**src/rtl/gpia_port.sv**
```systemverilog
// General-purpose I/O port: mask-writable output and interrupt-enable registers, synchronized inputs with sticky edge flags.
// Define GPIA_PORT_BOTH_EDGES_EN to let falling input edges set pending flags as well as rising ones.
module gpia_port #(
    parameter int WIDTH       = 16,
    parameter int SYNC_STAGES = 2
) (
    input  logic             clk_i,
    input  logic             res_i,
    input  logic             stb_i,
    input  logic [1:0]       sel_i,
    input  logic [1:0]       mode_i,
    input  logic [WIDTH-1:0] d_i,
    input  logic [WIDTH-1:0] pin_i,
    output logic [WIDTH-1:0] q_o,
    output logic [WIDTH-1:0] ien_o,
    output logic [WIDTH-1:0] in_o,
    output logic [WIDTH-1:0] pend_o,
    output logic             irq_o,
    output logic             ack_o
);

    localparam int ARM_CYCLES = SYNC_STAGES + 1;
    localparam int ARM_W      = $clog2(ARM_CYCLES + 1);

    typedef enum logic [1:0] {
        SEL_OUT = 2'b00,
        SEL_IEN = 2'b01,
        SEL_ACK = 2'b10,
        SEL_RSV = 2'b11
    } sel_e;

    typedef enum logic [1:0] {
        MODE_LOAD   = 2'b00,
        MODE_SET    = 2'b01,
        MODE_CLEAR  = 2'b10,
        MODE_TOGGLE = 2'b11
    } mode_e;

    logic [WIDTH-1:0] q_q,    q_d;
    logic [WIDTH-1:0] ien_q,  ien_d;
    logic [WIDTH-1:0] pend_q, pend_d;
    logic [WIDTH-1:0] prev_q;
    logic [WIDTH-1:0] sync_q [SYNC_STAGES];
    logic [ARM_W-1:0] arm_cnt_q, arm_cnt_d;
    logic             ack_q;

    logic [WIDTH-1:0] in_w;
    logic [WIDTH-1:0] edge_w;
    logic             armed_w;

    function automatic logic [WIDTH-1:0] apply_mode(
        input logic [1:0]       mode,
        input logic [WIDTH-1:0] cur,
        input logic [WIDTH-1:0] mask
    );
        case (mode_e'(mode))
            MODE_LOAD:   return mask;
            MODE_SET:    return cur | mask;
            MODE_CLEAR:  return cur & ~mask;
            MODE_TOGGLE: return cur ^ mask;
            default:     return cur;
        endcase
    endfunction

    assign in_w    = sync_q[SYNC_STAGES-1];
    assign armed_w = (arm_cnt_q == ARM_W'(ARM_CYCLES));

`ifdef GPIA_PORT_BOTH_EDGES_EN
    assign edge_w = in_w ^ prev_q;
`else
    assign edge_w = in_w & ~prev_q;
`endif

    always_comb begin
        // NOTE: every next-state signal gets a default first so no path leaves it unassigned (no latch).
        q_d       = q_q;
        ien_d     = ien_q;
        pend_d    = pend_q;
        arm_cnt_d = armed_w ? arm_cnt_q : arm_cnt_q + ARM_W'(1);

        if (stb_i) begin
            case (sel_e'(sel_i))
                SEL_OUT: q_d    = apply_mode(mode_i, q_q, d_i);
                SEL_IEN: ien_d  = apply_mode(mode_i, ien_q, d_i);
                SEL_ACK: pend_d = pend_q & ~d_i;
                default: ;
            endcase
        end

        // A new edge is applied after the acknowledge so a coincident edge keeps its flag.
        if (armed_w) begin
            pend_d = pend_d | edge_w;
        end
    end

    always_ff @(posedge clk_i) begin
        if (res_i) begin
            q_q       <= '0;
            ien_q     <= '0;
            pend_q    <= '0;
            prev_q    <= '0;
            arm_cnt_q <= '0;
            ack_q     <= 1'b0;
            // NOTE: the synchronizer array is reset too, so in_o reads 0 (not stale pins) during reset.
            for (int s = 0; s < SYNC_STAGES; s++) begin
                sync_q[s] <= '0;
            end
        end else begin
            // NOTE: non-blocking assignments let every stage sample its predecessor's old value.
            q_q       <= q_d;
            ien_q     <= ien_d;
            pend_q    <= pend_d;
            prev_q    <= in_w;
            arm_cnt_q <= arm_cnt_d;
            ack_q     <= stb_i;
            sync_q[0] <= pin_i;
            for (int s = 1; s < SYNC_STAGES; s++) begin
                sync_q[s] <= sync_q[s-1];
            end
        end
    end

    assign q_o    = q_q;
    assign ien_o  = ien_q;
    assign in_o   = in_w;
    assign pend_o = pend_q;
    assign irq_o  = |(pend_q & ien_q);
    assign ack_o  = ack_q;

endmodule

```
**config.mk**
```make
export PLATFORM = sky130hd
export DESIGN_NAME = gpia_port
export DESIGN_NICKNAME = d
export VERILOG_FILES = /design/src/rtl/gpia_port.sv
export SDC_FILE = /design/constraint.sdc
export NUM_CORES = 1
export LEC_CHECK = 0
export ABC_AREA = 1
export CORE_MARGIN = 3
export CORE_UTILIZATION = 44
export CTS_CLUSTER_SIZE = 24
export DETAILED_ROUTE_END_ITERATION = 10
export HOLD_SLACK_MARGIN = 0.05
export PLACE_DENSITY = 0.74
export SLEW_MARGIN = 30
export SYNTH_ARGS = -nofsm -noshare
export SYNTH_HDL_FRONTEND = slang
export SYNTH_SLANG_ARGS = --single-unit
```
**constraint.sdc**
```tcl
create_clock -name clk_i -period 2.9 [get_ports clk_i]
set_input_delay 0.29 -clock clk_i [delete_from_list [all_inputs] [get_ports clk_i]]
set_output_delay 0.29 -clock clk_i [all_outputs]
set_load 0.02 [all_outputs]
```
* Yosys cells after proc, flatten, opt, wreduce, memory -nomap -nowiden
Memory sizes are Yosys's and may differ from the RTL's.
Cells that the tools add are included.
** Storage, ports and cells
- Register bits after elaboration :: 67
- Memory bits (writable) :: 32
- Output and inout bits :: 66
- Word-level logic and storage cells :: 43
- Memories :: 1
** Memory list
- sync_q :: words 2, bits a word 16, read ports 2, clocked after memory_dff 0, write ports 2, RTL line 43 : logic [WIDTH-1:0] sync_q [SYNC_STAGES];
** Operators by class
- Add/subtract/negate cells :: 1
- Eq/ne operators :: 6
- Mux-type cells :: 10
- Bitwise gates (word level) :: 14
- Reductions and logical operators :: 5
** Operators by type and width (count)
- $pmux W16 S4 :: 2
- $and A16 B16 Y16 :: 5
- $mux W16 :: 5
- $or A16 B16 Y16 :: 3
- $not A16 Y16 :: 2
- $xor A16 B16 Y16 :: 2
- $reduce_or A16 Y1 :: 1
- $eq A2 B2 Y1 const B :: 4
- $eq A2 B1 Y1 const B :: 2
- $logic_not A2 Y1 :: 2
- $reduce_and A2 Y1 :: 2
- $mux W1 :: 3
- $add A2 B1 Y2 const B :: 1
- $or A1 B1 Y1 :: 2

* Depth between registers and ports, before layout
- Word-level depth :: 6
- Mapped depth :: 7
- Gate-level depth less buffers :: 7

* Worst setup path after synthesis
No wires, ideal clock.
- Kind :: reg-to-reg
- Start point :: reg arm_cnt_q[0]
- End point :: reg pend_q[10] (netlist: pend_o[10])
- Setup time :: 70 ps
- Data arrival time :: 1129 ps
- Required time :: 2830 ps
- Slack :: 1700 ps
- Cell stages (with the launch flop) :: 6
- Buffers on the path :: 2
- Period minus slack after synthesis :: 1200 ps
- Cells stage by stage :: dfxtp_1 > ha_1 > buf_2 > clkbuf_1 > nand3b_1 > a21oi_1
** Between the ends
- Cells in the longest elaborated chain, start to end :: 2
** RTL lines
- start, declared :: RTL line 44 : logic [ARM_W-1:0] arm_cnt_q, arm_cnt_d;
- start signal, assigned :: RTL line 114 : arm_cnt_q <= arm_cnt_d;
- $eq A2 B2 Y1 :: RTL line 66 : assign armed_w = (arm_cnt_q == ARM_W'(ARM_CYCLES));
- $mux W16 :: RTL line 91 : if (armed_w) begin
- end signal, assigned :: RTL line 112 : pend_q <= pend_d;
- end, declared :: RTL line 41 : logic [WIDTH-1:0] pend_q, pend_d;
Every way passes these cells.
A chain may end at the register's enable or synchronous reset.

* Worst setup path after layout
- Start point :: reg ien_q[12] (netlist: ien_o[12])
- End point :: out irq_o
** Between the ends
- Cells in the longest elaborated chain, start to end :: 2
** RTL lines
- start, declared :: RTL line 40 : logic [WIDTH-1:0] ien_q, ien_d;
- start signal, assigned :: RTL line 111 : ien_q <= ien_d;
- $and A16 B16 Y16 :: RTL line 127 : assign irq_o = |(pend_q & ien_q);
- $reduce_or A16 Y1 :: RTL line 127
- end, declared :: RTL line 18 : output logic irq_o,
Every way passes these cells.

==> flow_summary_export.csv <==
group,metric,value,unit
setup_path,worstPathMaxFanout,4,
setup_path,end_kind,"output pin",
layout,drive_above_1_share,3.86,%
clocking,root_buffer,"clkbuf_16",
clocking,clock_latency,350,ps
clocking,cts_inserted_buffers,9,
synth,yosys-top-cells-area,"dfxtp_1 35%, ha_1 14%, nand3_1 11%",
global_route,overflow,0,
clocking,cts_sinks,99,
clocking,clk_pin_slew,70,ps
power_and_ir_drop,power_frac_seq,44.9,%
drt,firstDrtPassIters,5,
setup_path,rrSetupSlack,1570,ps
sta,rsz0062_at_grt,"no",
setup_path,timing.rr.start,"arm_cnt_q[0]",
layout,syn_to_final_growth,22.8,%
sta,worst_pin_slew,763,ps
clocking,post_cts_buffers,0,
sta,hold_ws,363,ps
die,row_count,40,
sta,setup-violations-final,0,
synth,synth_common_cells,"149 x nand2_1, 136 x inv_1, 128 x nand3_1",
synth,synth_area_leader_cell,"dfxtp_1",
place,pre_cts_slack,1010,ps
setup_path,cp_common_cell,"nand2_1",
power_and_ir_drop,p_int,2.37,mW
synth,synth.distinct_cells,21,
synth,yosysWarnings,0,
power_and_ir_drop,p_clk_share,38.3,%
sta,hold_viol,0,
power_and_ir_drop,comb_power_share,16.8,%
drt,drt_iter0_markers,425,
global_route,grt_max_degree,53,
synth,synth_top_area_share,35.2,%
drt,post-route-drc-count,0,
clocking,h-tree-depth,3,
synth,yosys.cell_count.top_type,"nand2_1",
synth,synth_edf_count,0,
drt,num_vias,4947,
synth,async_flop_share,0,%
global_route,met2_usage,32.4,%
drt,ant_nets,0,
global_route,grt_pass1_wl,22.8,mm
global_route,grt_pass1_vias,4620,
synth,ys_ff_latch,99,
sta,period_needed,2080,ps
place,place_area,6600,um2
status,status,"complete, no violations",
layout,fin_util,56.3,%
layout,antennaDiodeCount,0,
power_and_ir_drop,power_leakage,3.28,nW
power_and_ir_drop,sw_frac_of_total,27.6,%
die,die_area,14200,um2
min_path,hold_path.class,"in2reg",
die,die_w,119,um
global_route,gr-usage-met3,4.65,%
global_route,antenna_found_initial,0,
sta,setup_slack,824,ps
synth,syn_inst,810,
flow_run,cap_violations,0,
place,numPortBuffers,104,
synth,synth_flop_cell,"dfxtp_1",
synth,netlist_area,5630,um2
sta,maxSlewHeadroom,49.1,%
setup_path,critPathLaunchType,"register",
setup_path,cpPeakStageDelay,600,ps
sta,finalCritPeriodShare,71.6,%
synth,yosysSeqAreaShare,35.2,%
sta,finalClockSkew,5.72,ps
setup_path,cp.required,2610,ps
layout,final_net_count,980,
power_and_ir_drop,peakVddDrop,0.000333,V
drt,wl_per_cell,13.2,um
drt,postRouteWirelength,13.8,mm
sta,drv_slew,0,
setup_path,startpoint,"ien_o[12]",
min_path,hp-start,"res_i",
clocking,cts_hold_repair.buffers,0,
setup_path,crit_chain,"nand2_1 > nand4_1 > nor2_1 > nand2_1 > clkdlybuf4s50_1",
die,start_util,45.9,%
clocking,cts_tree,"built",
drt,vias_per_cell,4.72,
place,gp_congestion,0.864,
synth,syn_nets,914,
layout,n_fill_cell,1188,
setup_path,arrival,1790,ps
setup_path,cp_slowest_cell,"clkdlybuf4s50_1",
power_and_ir_drop,p_switching,0.903,mW
clocking,cts_resized,0,
die,die_h,119,um
die,core,12300,um2
power_and_ir_drop,p_per_area,474,nW/um2
clocking,clockBufferDepth,2,
die,io_pins,105,
synth,syn_avg_cell_area,6.94,um2
sta,max_freq,0.482,GHz
global_route,track_usage,19.9,%
setup_path,path_class,"reg2out",
global_route,use_met1,25.3,%
place,dpl.hpwl,9.57,mm
layout,final_area,6910,um2
sta,setup_tns,0,ps
global_route,busiest_layer,"met2",
[layer usage]
metal | routed length (um) | vias to the layer above | part of all wire, %
met5 | 0 | - | 0
li1 | - | 2609 | -
met3 | 931 | 18 | 6.7
met2 | 6280 | 118 | 45
met1 | 6320 | 2202 | 46
met4 | 288 | 0 | 2.1
[cell usage in the layout, fill, tap and decap left out]
cell type and count:
a21oi_1 17, buf_2 3, buf_4 7, bufinv_16 1, clkbuf_16 9, clkbuf_8 2, clkdlybuf4s50_1 101, clkinv_4 1
dfxtp_1 99, ha_1 65, inv_1 134, inv_2 4, inv_6 2, nand2_1 149, nand2_2 1, nand3_1 128
nand3_2 2, nand3b_1 16, nand4_1 3, nor2_1 116, nor2_2 1, nor2_4 1, o21ai_0 17, xor2_1 1
[final timing paths]
path	end	cells past startpoint
worst max-delay path	irq_o	5
worst min-delay path	sync_q[0][14]	2
worst max register to register	pend_o[8]	3
worst min register to register	sync_q[0][30]	2
[critical path: cells and delay by family, from the launching register on]
family	cells	cell delay, ps
buffers and inverters	1	600
flip-flops	1	420
AND/OR/NAND/NOR	4	410
[flip-flops by register name, summed over array words and instances, names as in the netlist]
name	cells
ack_o	1
arm_cnt_q	2
ien_o	16
pend_o	16
prev_q	16
q_o	16
sync_q	32
[power groups by stage]
stage	Sequential [mW]	Combinational, mW	Clock [mW]
2_1_floorplan	1.52	0.324	0
3_3_place_gp	1.50	0.537	0
3_5_place_dp	1.50	0.547	0
4_1_cts	1.47	0.551	1.29
5_1_grt	1.48	0.623	1.35
6_report	1.47	0.550	1.25
[stage by stage]
step / power (mW) / instances
3_5_place_dp: 2.05 / 1033
4_1_cts: 3.31 / 1048
5_1_grt: 3.45 / 1048
3_3_place_gp: 2.04 / 1033
2_1_floorplan: 1.85 / 810
6_report: 3.27 / 1048
[kinds of logic (layout without fill, tap and decap cells)]
group           Yosys count  count (layout)  share of synthesized area [%]
flops                    99              99                           35.2
xor+xnor                  1               1                          0.156
buf+inv                 194             264                           14.8
simple gates            417             417                           32.3
fa+ha+maj                65              65                           14.5
compound gates           34              34                           3.02
[final cells by class]
cell class / instances / area (um2) / area share, %
timing repair buffer: 111 / 1080 / 15.6
tap: 168 / 210 / 3.04
clock inverter: 4 / 56.3 / 0.815
sequential: 99 / 1980 / 28.7
inverter: 138 / 518 / 7.50
multi-input combinational: 517 / 2810 / 40.7
clock buffer: 11 / 253 / 3.66
Power figures use the tool's default switching activity.
